==> config.mk <==
export PLATFORM = sky130hd
export DESIGN_NAME = morse_tx_sequencer
export DESIGN_NICKNAME = d
export VERILOG_FILES = /design/src/rtl/morse_pkg.sv /design/src/rtl/morse_tx_sequencer_tick.sv /design/src/rtl/morse_tx_sequencer.sv
export SDC_FILE = /design/constraint.sdc
export NUM_CORES = 1
export LEC_CHECK = 0
export ABC_AREA = 1
export BUFFER_PORTS_ARGS = -buffer_cell sky130_fd_sc_hd__buf_2
export CORE_MARGIN = 1
export CORE_UTILIZATION = 52
export CTS_CLUSTER_DIAMETER = 50
export DETAILED_ROUTE_END_ITERATION = 12
export GPL_TIMING_DRIVEN = 0
export MAX_ROUTING_LAYER = met4
export PLACE_DENSITY = 0.79
export SLEW_MARGIN = 25
export SYNTH_ARGS = -nofsm -noshare
export SYNTH_HDL_FRONTEND = slang
export SYNTH_SLANG_ARGS = --single-unit
==> constraint.sdc <==
create_clock -name CLK -period 3.1 [get_ports CLK]
set_input_delay 0.31 -clock CLK [delete_from_list [all_inputs] [get_ports CLK]]
set_output_delay 0.31 -clock CLK [all_outputs]
set_load 0.005 [all_outputs]
==> src/rtl/morse_pkg.sv <==
// Shared widths, slot-word layout and FSM state encoding for the Morse
// transmit sequencer.
package morse_pkg;

  localparam int SLOT_COUNT = 12;
  localparam int PAT_W      = 22;
  localparam int LEN_W      = 5;
  localparam int DATA_W     = 27;
  localparam int MAX_LEN    = 22;
  localparam int ADDR_W     = 4;

  typedef enum logic [2:0] {
    IDLE,
    LOAD,
    SEND,
    GAP,
    DONE
  } state_t;

  function automatic logic [LEN_W-1:0] word_len(input logic [DATA_W-1:0] w);
    return w[DATA_W-1 -: LEN_W];
  endfunction

  function automatic logic [PAT_W-1:0] word_pat(input logic [DATA_W-1:0] w);
    return w[PAT_W-1:0];
  endfunction

  // Lengths above the pattern width would shift out zeros; cap them.
  function automatic logic [LEN_W-1:0] clamp_len(input logic [LEN_W-1:0] l);
    return (l > LEN_W'(MAX_LEN)) ? LEN_W'(MAX_LEN) : l;
  endfunction

endpackage

==> src/rtl/morse_tx_sequencer_tick.sv <==
// Morse unit prescaler: down-counter that pulses tick_o once every TICK_DIV
// cycles; restart_i reloads it so the next unit starts a full period later.
module morse_unit_tick #(
  parameter int TICK_DIV = 4
) (
  input  logic CLK,
  input  logic RST,
  input  logic restart_i,
  output logic tick_o,
  output logic near_o
);

  localparam int CW = $clog2(TICK_DIV);

  logic [CW-1:0] cnt_q;
  logic [CW-1:0] cnt_d;

  always_comb begin
    cnt_d = cnt_q - CW'(1);
    if (restart_i || (cnt_q == '0)) begin
      cnt_d = CW'(TICK_DIV - 1);
    end
  end

  always_ff @(posedge CLK or posedge RST) begin
    if (RST) begin
      cnt_q <= '0;
    end else begin
      cnt_q <= cnt_d;
    end
  end

  assign tick_o = (cnt_q == '0);
  // One cycle before the tick; lets GAP hand over early so LOAD fits in the gap.
  assign near_o = (cnt_q == CW'(1));

endmodule

==> src/rtl/morse_tx_sequencer.sv <==
// Morse sequencer: writes encoded characters into the 12-slot store, then
// replays them as unit-timed key_out with inter-character gaps.
//
// state | meaning
// IDLE  | accept characters, wait for start
// LOAD  | rd_addr presents slot, word latched at the next edge
// SEND  | shift pattern out, one bit per unit
// GAP   | key low between characters (LOAD completes the last cycle)
// DONE  | end of message, done pulses on exit
module morse_tx_sequencer
  import morse_pkg::*;
#(
  parameter int TICK_DIV  = 4,
  parameter int GAP_UNITS = 3
) (
  input  logic              CLK,
  input  logic              RST,
  input  logic [DATA_W-1:0] char_data,
  input  logic              char_valid,
  output logic              char_ready,
  input  logic              start,
  input  logic              clear,
  output logic              wr_en,
  output logic [ADDR_W-1:0] wr_addr,
  output logic [DATA_W-1:0] wr_data,
  output logic [ADDR_W-1:0] rd_addr,
  input  logic [DATA_W-1:0] rd_data,
  output logic              key_out,
  output logic              busy,
  output logic              done,
  output logic [ADDR_W-1:0] count,
  output logic              full
);

  state_t            state_q, state_d;
  logic [ADDR_W-1:0] count_q, count_d;
  logic [ADDR_W-1:0] rd_addr_q, rd_addr_d;
  logic [PAT_W-1:0]  shift_q, shift_d;
  logic [LEN_W-1:0]  len_q, len_d;
  logic [LEN_W-1:0]  bit_q, bit_d;
  logic              full_q, wr_en_q, key_q, busy_q, done_q;
  logic [ADDR_W-1:0] wr_addr_q;
  logic [DATA_W-1:0] wr_data_q;
  logic              restart, tick, near, last, xfer;

  morse_unit_tick #(.TICK_DIV(TICK_DIV)) u_tick (
    .CLK       (CLK),
    .RST       (RST),
    .restart_i (restart),
    .tick_o    (tick),
    .near_o    (near)
  );

  assign char_ready = !RST && (state_q == IDLE) && !full_q && !start && !clear;
  assign xfer       = char_valid && char_ready;
  assign last       = (rd_addr_q == count_q);

  always_comb begin
    state_d   = state_q;
    count_d   = count_q;
    rd_addr_d = rd_addr_q;
    shift_d   = shift_q;
    len_d     = len_q;
    bit_d     = bit_q;
    restart   = 1'b0;
    if (xfer) begin
      count_d = count_q + ADDR_W'(1);
    end
    case (state_q)
      IDLE: begin
        if (start && (count_q != '0)) begin
          state_d   = LOAD;
          rd_addr_d = ADDR_W'(1);
        end
      end
      LOAD: begin
        shift_d = word_pat(rd_data);
        len_d   = clamp_len(word_len(rd_data));
        bit_d   = '0;
        restart = 1'b1;
        if (len_d == '0) begin
          state_d = last ? DONE : GAP;
        end else begin
          state_d = SEND;
        end
      end
      SEND: begin
        if (tick) begin
          shift_d = shift_q >> 1;
          bit_d   = bit_q + LEN_W'(1);
          if (bit_d == len_q) begin
            state_d = last ? DONE : GAP;
            bit_d   = '0;
            restart = 1'b1;
          end
        end
      end
      GAP: begin
        if (tick) begin
          bit_d = bit_q + LEN_W'(1);
        end
        if (near && (bit_q == LEN_W'(GAP_UNITS - 1))) begin
          state_d   = LOAD;
          rd_addr_d = rd_addr_q + ADDR_W'(1);
        end
      end
      DONE: begin
        state_d   = IDLE;
        rd_addr_d = '0;
      end
      default: begin
        state_d   = IDLE;
        rd_addr_d = '0;
      end
    endcase
    if (clear) begin
      state_d   = IDLE;
      count_d   = '0;
      rd_addr_d = '0;
      bit_d     = '0;
    end
  end

  always_ff @(posedge CLK or posedge RST) begin
    if (RST) begin
      state_q   <= IDLE;
      count_q   <= '0;
      rd_addr_q <= '0;
      shift_q   <= '0;
      len_q     <= '0;
      bit_q     <= '0;
      full_q    <= 1'b0;
      wr_en_q   <= 1'b0;
      wr_addr_q <= '0;
      wr_data_q <= '0;
      key_q     <= 1'b0;
      busy_q    <= 1'b0;
      done_q    <= 1'b0;
    end else begin
      state_q   <= state_d;
      count_q   <= count_d;
      rd_addr_q <= rd_addr_d;
      shift_q   <= shift_d;
      len_q     <= len_d;
      bit_q     <= bit_d;
      full_q    <= (count_d == ADDR_W'(SLOT_COUNT));
      wr_en_q   <= xfer;
      if (xfer) begin
        wr_addr_q <= count_q + ADDR_W'(1);
        wr_data_q <= char_data;
      end
      // key_out trails the state by one cycle, giving the two-edge start latency.
      key_q     <= (state_q == SEND) && shift_q[0] && !clear;
      busy_q    <= (state_d != IDLE);
      done_q    <= (state_q == DONE) && !clear;
    end
  end

  assign wr_en   = wr_en_q;
  assign wr_addr = wr_addr_q;
  assign wr_data = wr_data_q;
  assign rd_addr = rd_addr_q;
  assign key_out = key_q;
  assign busy    = busy_q;
  assign done    = done_q;
  assign count   = count_q;
  assign full    = full_q;

endmodule

==> results of run 1 <==
-- cells in the mapped netlist --
cell type	count
nand2_1	152
dfrtp_1	81
inv_1	53
nand3_1	24
o21ai_0	22
o211ai_1	21
nor2_1	18
ha_1	7
inv_2	7
o21ai_1	7
xor2_1	6
buf_2	5
clkbuf_1	5
nor3_1	5
a21oi_1	4
buf_4	4
nand4_1	4
nor2_2	4
o22ai_1	4
nand2_2	3
o21a_1	3
a21boi_0	2
buf_6	2
nor2_4	2
o41ai_1	2
xnor2_1	2
a22oi_1	1
nor4_1	1
nor4_4	1
or2_2	1
-- kinds of logic (layout without fill, tap and decap cells) --
kind of cell	count (synthesis)	after routing	share of synthesized area, %
XOR/XNOR	8	8	1.83
AND/OR/NAND/NOR	215	215	23.7
flip-flops	81	81	53.0
adder cells (fa/ha/maj)	7	7	2.29
buffers and inverters	76	196	8.41
AO/OA/AOI/OAI	66	66	10.7
-- sequential cells by signal, summed over array words and instances (netlist names), 2 cells and up --
register and flops:
wr_data 27, u_tick.cnt_q 2, state_q 3, count 4, shift_q 22, wr_addr 4, bit_q 5, rd_addr 4
len_q 5
-- critical path, delay by kind of cell, from the launching register on --
family / cells / cell delay [ps]
buffers and inverters: 2 / 280
flip-flops: 1 / 400
AND/OR/NAND/NOR: 4 / 560
-- routing by layer --
layer	vias to the layer above	track usage [%]	routed length, um
li1	1669	-	-
met1	1576	29.6	3780
met2	76	38.9	4060
met3	15	4.90	375
met4	0	9.39	155
met5	-	-	0
-- worst max path at each step --
stage,from,endpoint,slack [ps],cells after the start
CTS,bit_q[0],bit_q[0],1180,10
detailed placement,bit_q[0],bit_q[0],1170,10
finish,state_q[1],char_ready,1210,6
global placement,RST,bit_q[0],-250,2
floorplan,RST,bit_q[0],710,1
global route,bit_q[0],busy,970,12
-- report_power, final --
part / switching [mW] / internal [mW]
Sequential: 0.109 / 1.33
Combinational: 0.343 / 0.253
Clock: 0.387 / 0.395
Total: 0.839 / 1.98
-- stage by stage --
stage / cells / hold slack [ps] / setup WS (ps) / utilization (%) / cell area [um2]
after floorplan: 453 / 376 / 710 / - / 3820
after global placement: 652 / 456 / -248 / 64.2 / 4460
after detailed placement: 653 / 424 / 1170 / 64.6 / 4480
after CTS: 669 / 28.1 / 1180 / 67.5 / 4690
after global routing: 669 / 52.7 / 969 / 67.5 / 4690
final: 669 / 13.3 / 1210 / 67.5 / 4690
-- layout make-up --
type                    count  area share [%]
repair buffers            104            11.4
inverters                  60            4.86
clock inverters             6            1.39
flip-flops and latches     81            43.3
multi-input cells         296            31.5
clock buffers              10            2.94
well taps                  96            2.56
plain buffers              16            2.06
==> impl_metrics.yaml, run 1 <==
run_status:
  status: "completed"
critical_path:
  r2r-start: "bit_q[0]"
  crit_path_frequent_cell: "nand2_2"
  crit_fanout: 6
  cp_cell_sequence: "inv_2 -> nand2_2 -> nor2_4 -> nand2_2 -> nor4_4 -> buf_2"
  worst_setup_path_end_kind: "output pin"
  worstRegToRegCells: 10
  rr_endpoint: "bit_q[0]"
  reg2reg_slack_ps: 1210
  worst_path_max_delay_cell: "dfrtp_1"
  slowest_delay_ps: 400
  crit_arrival_ps: 1580
  crit_path_start_kind: "flip-flop"
  path_class: "flip-flop to output pin"
  cp.required_ps: 2790
floorplan:
  pin_count: 104
  die_w_um: 87.8
  die-area_mm2: 0.00770
  dieHeight_um: 87.8
  coreArea_mm2: 0.00694
  start_util_pct: 55.1
  rows: 30
route:
  viasPerCell: 4.99
  wire_per_inst_um: 12.5
  firstDrtPassIters: 4
  vias: 3336
  drtIter0Drc: 180
  routed_wl_um: 8370
  ant_nets: 0
  drc: 0
logic_synthesis:
  ys_types: 30
  synth-seq-area-share_pct: 53.0
  yosysTopAreaCellShare_pct: 53.0
  syn_area_mm2: 0.00382
  synth-seq-cells: 81
  ys_warn_count: 0
  syn-instance-count: 453
  yosysTopAreaCell: "dfrtp_1"
  netlist_top_cells_area: "dfrtp_1, nand2_1, inv_1"
  syn-num-nets: 519
  postSynthAreaPerCell_um2: 8.44
finish:
  layout_common_cells: "nand2_1, buf_2, dfrtp_1"
  final_common_cell: "nand2_1"
  area_delta_synth_final_pct: 22.5
  drive_gt1_share_pct: 26.2
  fillCellCount: 582
  fin_nets: 634
  seq_area_mm2: 0.00203
  multiInputGateArea_mm2: 0.00148
  antennaDiodeCount: 0
global_routing:
  grt.overflow.total: 0
  grt_pass1_wl_um: 13800
  grt_max_degree: 43
  grtUsageTotal_pct: 24.1
  grt_antenna_before_repair: 0
  grt_pass1_vias: 3233
cts:
  htree_levels: 3
  cts_tree: "yes"
  cts_setup_buffers: 0
  cts_root_buf: "clkbuf_8"
  clk_pin_slew_ps: 90
  postCtsHoldBufs: 0
  clockBufferDepth: 2
  clock-sinks: 81
  cts_resized: 0
  clock_latency_ps: 360
  numCtsBuffers: 9
place:
  place.gp.congestion: 0.819
  portBuffers: 103
  detailedPlacementHpwl_um: 6120
sta:
  rsz0062_at_grt: "no"
  min_period_ps: 1890
  tightest_slew_ps: 520
  period_share_pct: 61.0
  clock_skew_ps: 13.7
  finalSetupTns_ps: 0
  slew_headroom_pct: 65.4
  setup_viol: 0
  drv_slew: 0
  fmax_mhz: 528
  hold_violations: 0
flow_run:
  maxCapViolCount: 0
power_and_ir_drop:
  powerDensity_mw_per_mm2: 601
  ir_drop_uv: 479
  total_power_mw: 2.82
  p_leak_nw: 2.56
hold_path:
  hold_path.class: "primary input to async pin"
Note: power is estimated with default switching activity, not from simulation.
==> run 2: changes to the inputs <==
--- a/config.mk
+++ b/config.mk
@@ -8,12 +8,12 @@
 export ABC_AREA = 1
 export BUFFER_PORTS_ARGS = -buffer_cell sky130_fd_sc_hd__buf_2
 export CORE_MARGIN = 1
-export CORE_UTILIZATION = 52
+export CORE_UTILIZATION = 47
 export CTS_CLUSTER_DIAMETER = 50
 export DETAILED_ROUTE_END_ITERATION = 12
 export GPL_TIMING_DRIVEN = 0
 export MAX_ROUTING_LAYER = met4
-export PLACE_DENSITY = 0.79
+export PLACE_DENSITY = 0.76
 export SLEW_MARGIN = 25
 export SYNTH_ARGS = -nofsm -noshare
 export SYNTH_HDL_FRONTEND = slang
==> constraint.sdc (replaced) <==
create_clock -name CLK -period 1.7 [get_ports CLK]
set_input_delay 0.17 -clock CLK [delete_from_list [all_inputs] [get_ports CLK]]
set_output_delay 0.17 -clock CLK [all_outputs]
set_load 0.005 [all_outputs]
==> impl_metrics.yaml, run 2 (synthesis gave the netlist of run 1 again) <==
finish:
  antennaDiodeCount: 0
  fillCellCount: 604
  multiInputGateArea_mm2: 0.00165
  seq_area_mm2: 0.00203
  stdcell_count: 716
  final_common_cell: "nand2_1"
  fin_nets: 675
  layout_common_cells: "nand2_1, buf_2, dfrtp_1"
  final_cell_area_mm2: 0.00539
  drive_gt1_share_pct: 36.2
  largest_reg_flops: 27
  area_delta_synth_final_pct: 41.0
global_routing:
  grtUsageTotal_pct: 22.6
  grt_max_degree: 24
  grt_antenna_before_repair: 0
  grt_pass1_vias: 3305
  grt_pass1_wl_um: 14600
  grt.overflow.total: 0
run_status:
  violations: "negative setup slack"
  status: "finished, violations left"
sta:
  drv_slew: 0
  period_share_pct: 103
  setup_viol: 22
  slew_headroom_pct: 65.3
  rsz0062_at_grt: "yes"
  finalSetupTns_ps: -452
  clock_skew_ps: 10.2
  min_period_ps: 1750
  hold_violations: 0
  fmax_mhz: 572
  tightest_slew_ps: 521
  worst_slack_ps: -49.1
critical_path:
  crit_path_frequent_cell: "nand2_2"
  slowest_delay_ps: 400
  worst_path_max_delay_cell: "dfrtp_1"
  crit_path_start_kind: "flip-flop"
  cp_cell_sequence: "inv_2 -> nand2_2 -> nor2_4 -> nand2_2 -> nor4_4 -> nand2_2 -> buf_6 -> clkbuf_16 -> nand2_1 -> nand2_1"
  crit_arrival_ps: 2000
  path_class: "flip-flop to flip-flop"
  crit_fanout: 6
  cp.required_ps: 1950
  worst_setup_path_end_kind: "flip-flop"
floorplan:
  start_util_pct: 49.0
  pin_count: 104
  dieHeight_um: 92.2
  rows: 32
  die_w_um: 92.2
  die-area_mm2: 0.00850
  coreArea_mm2: 0.00781
hold_path:
  hold_path.class: "primary input to flip-flop"
power_and_ir_drop:
  powerDensity_mw_per_mm2: 970
  p_leak_nw: 2.83
  total_power_mw: 5.23
  ir_drop_uv: 523
route:
  drtIter0Drc: 204
  viasPerCell: 5.11
  drc: 0
  ant_nets: 0
  firstDrtPassIters: 5
  vias: 3661
  routed_wl_um: 9810
  wire_per_inst_um: 13.7
cts:
  cts_root_buf: "clkbuf_8"
  numCtsBuffers: 9
  clockBufferDepth: 2
  clock-sinks: 81
  clk_pin_slew_ps: 90
  htree_levels: 3
  cts_tree: "yes"
  clock_latency_ps: 360
place:
  placedCellCount: 661
  portBuffers: 103
  place.gp.congestion: 0.884
  placed_area_mm2: 0.00455
  detailedPlacementHpwl_um: 6370
flow_run:
  maxCapViolCount: 0
[run 2: metrics by stage]
| step | hold WS [ps] | utilization [%] | worst slack (ps) |
|---|---|---|---|
| 2_1_floorplan | 236 | - | 44.1 |
| 3_3_place_gp | 364 | 57.3 | -175 |
| 3_5_place_dp | 250 | 58.3 | -185 |
| 4_1_cts | 1.34 | 64.0 | -17.7 |
| 5_1_grt | 6.56 | 69.1 | -161 |
| 6_report | 14.6 | 69.1 | -49.1 |
[run 2: worst paths after layout]
path	to	startpoint	slack (ps)	cells past startpoint
min in group asynchronous	wr_data[8]	RST	430	3
worst max register to register	wr_data[8]	state_q[1]	-50	10
worst min register to register	done	state_q[1]	470	1
worst max-delay path	wr_data[8]	state_q[1]	-50	10
max in group asynchronous	state_q[0]	RST	620	5
worst min-delay path	wr_data[15]	char_data[15]	10	3
[run 2: critical path: cells and delay by family (launching register included)]
| family | cells | cell delay, ps |
|---|---|---|
| DFF | 1 | 400 |
| buffers and inverters | 3 | 430 |
| and+or+nand+nor | 7 | 810 |
[run 2: where the power goes]
part | total [mW] | leakage, nW | switching, mW | internal, mW
clock network | 1.33 | 0.0899 | 0.746 | 0.588
registers | 2.64 | 0.997 | 0.222 | 2.42
logic | 1.26 | 1.75 | 0.699 | 0.557
[run 2: repair_timing]
action	4_1_cts	5_1_grt
hold endpoints to repair	29	0
buffers inserted	8	14
pin swaps	9	16
cloned	0	5
resized for setup	19	66
setup endpoints to repair	60	65
hold buffers	13	0
[run 2: cell type report]
class	count	area share, %
plain buffers	15	2.69
clock buffers	10	2.55
clock inverters	6	0.928
inverters	60	4.34
multi-input cells	296	30.6
flip-flops and latches	81	37.7
well taps	102	2.37
repair buffers	146	18.8
[run 2: layer usage]
layer | vias up | share of wire, % | track usage, %
li1 | 1763 | - | -
met1 | 1757 | 42 | 28.6
met2 | 127 | 51 | 36.1
met3 | 14 | 5.6 | 4.23
met4 | 0 | 1.5 | 8.59
met5 | - | 0 | -
==> run 3: changes to the inputs <==
--- a/config.mk
+++ b/config.mk
@@ -14,6 +14,7 @@
 export GPL_TIMING_DRIVEN = 0
 export MAX_ROUTING_LAYER = met4
 export PLACE_DENSITY = 0.76
+export RECOVER_POWER = 25
 export SLEW_MARGIN = 25
 export SYNTH_ARGS = -nofsm -noshare
 export SYNTH_HDL_FRONTEND = slang
==> impl_metrics.yaml, run 3 (synthesis gave the netlist of run 1 again) <==
run_status:
  status: "finished, violations left"
  violations: "negative setup slack"
sta:
  hold_violations: 0
  rsz0062_at_grt: "yes"
  slew_headroom_pct: 39.0
  drv_slew: 0
  tightest_slew_ps: 910
  setup_viol: 24
  clock_skew_ps: 10.9
  period_share_pct: 104
  worst_slack_ps: -61.2
  fmax_mhz: 568
  min_period_ps: 1760
finish:
  largest_reg_flops: 27
  fin_nets: 675
  antennaDiodeCount: 0
  drive_gt1_share_pct: 36.0
  layout_common_cells: "nand2_1, buf_2, dfrtp_1"
  area_delta_synth_final_pct: 40.3
  final_common_cell: "nand2_1"
power_and_ir_drop:
  total_power_mw: 5.22
  p_leak_nw: 2.82
  ir_drop_uv: 524
  powerDensity_mw_per_mm2: 973
route:
  ant_nets: 0
  routed_wl_um: 9820
  vias: 3669
  drtIter0Drc: 181
  viasPerCell: 5.12
  firstDrtPassIters: 4
  wire_per_inst_um: 13.7
  drc: 0
flow_run:
  maxCapViolCount: 0
critical_path:
  slowest_delay_ps: 400
  cp-startpoint: "state_q[1]"
  crit_path_frequent_cell: "nand2_2"
  crit_fanout: 6
  r2r-start: "state_q[1]"
  cp_cell_sequence: "inv_2 -> nand2_2 -> nor2_4 -> nand2_2 -> nor4_4 -> nand2_2 -> buf_6 -> clkbuf_16 -> nand2_1 -> nand2_1"
  cp.required_ps: 1950
  crit_arrival_ps: 2010
  worst_path_max_delay_cell: "dfrtp_1"
  path_class: "flip-flop to flip-flop"
  worst_setup_path_end_kind: "flip-flop"
  crit_path_start_kind: "flip-flop"
floorplan:
  pin_count: 104
  dieHeight_um: 92.2
  start_util_pct: 49.0
  die-area_mm2: 0.00850
  coreArea_mm2: 0.00781
  rows: 32
  die_w_um: 92.2
global_routing:
  grtUsageMet1_pct: 28.6
  use_met3_pct: 4.23
  grtUsageTotal_pct: 22.6
  use_met2_pct: 36.1
  grt_max_degree: 24
  top_usage_layer: "met2"
  grt_antenna_before_repair: 0
  grt_pass1_vias: 3305
  grt_pass1_wl_um: 14600
  grt.overflow.total: 0
place:
  detailedPlacementHpwl_um: 6370
  portBuffers: 103
  dp_slack_ps: -185
  place.gp.congestion: 0.884
hold_path:
  hold_path.class: "primary input to flip-flop"
  worstHoldStart: "char_data[15]"
cts:
  clock_latency_ps: 360
  clockBufferDepth: 2
  htree_levels: 3
  numCtsBuffers: 9
  clk_pin_slew_ps: 90
  clock-sinks: 81
  cts_root_buf: "clkbuf_8"
  cts_tree: "yes"
-- run 3: changes by cell type in the layout (fill, tap and decap cells not counted) --
cell / delta
buf_16: -1
buf_2: -1
clkbuf_1: +1
clkbuf_2: +1
clkinvlp_2: +1
clkinvlp_4: -1
-- run 3: critical path: cells and delay by family (launching register included) --
kind | cells | cell delay, ps
simple gates | 7 | 820
flops | 1 | 400
buf+inv | 3 | 430
-- run 3: layout make-up --
cell class | count | area [um2]
clock inverter | 6 | 50.0
tap | 102 | 128
fill | 609 | 2440
timing repair buffer | 146 | 991
sequential | 81 | 2030
multi-input combinational | 296 | 1650
clock buffer | 10 | 138
inverter | 60 | 231
buffer | 15 | 145
-- run 3: stage by stage --
stage	cells	util, %	instance area [um2]	hold WS, ps	setup TNS [ps]
floorplan	453	-	3830	236	0
finish	716	68.7	5370	16.1	-746
global route	716	68.7	5370	6.56	-6390
global placement	658	57.3	4470	364	-2310
detailed placement	661	58.3	4550	250	-3720
CTS	698	64.0	5000	1.34	-17.7
-- run 3: layer usage --
layer | share of wire [%] | wire length (um)
met5 | 0 | 0
met4 | 1.8 | 178
met3 | 5.1 | 496
met2 | 51 | 4990
met1 | 42 | 4150
-- run 3: report_power, final --
part / leakage (nW) / switching [mW] / internal, mW
combinational: 1.74 / 0.698 / 0.551
sequential: 0.997 / 0.222 / 2.42
clock: 0.0899 / 0.740 / 0.588
-- run 3: repair_timing --
action | CTS | global route
endpoints found under the setup margin | 60 | 65
pin swaps | 9 | 16
buffers inserted | 8 | 14
gates cloned | 0 | 5
resized for setup | 19 | 66
endpoints found under the hold margin | 29 | 0
hold buffers | 13 | 0
-- run 3: path summary, 6_finish.rpt --
check	end	slack (ps)	cells after the start
min in group asynchronous	wr_data[8]	560	3
hold reg to reg	done	460	1
setup / recovery	wr_data[8]	-60	10
setup reg to reg	wr_data[8]	-60	10
max in group asynchronous	wr_data[25]	140	4
hold / removal	wr_data[15]	20	3
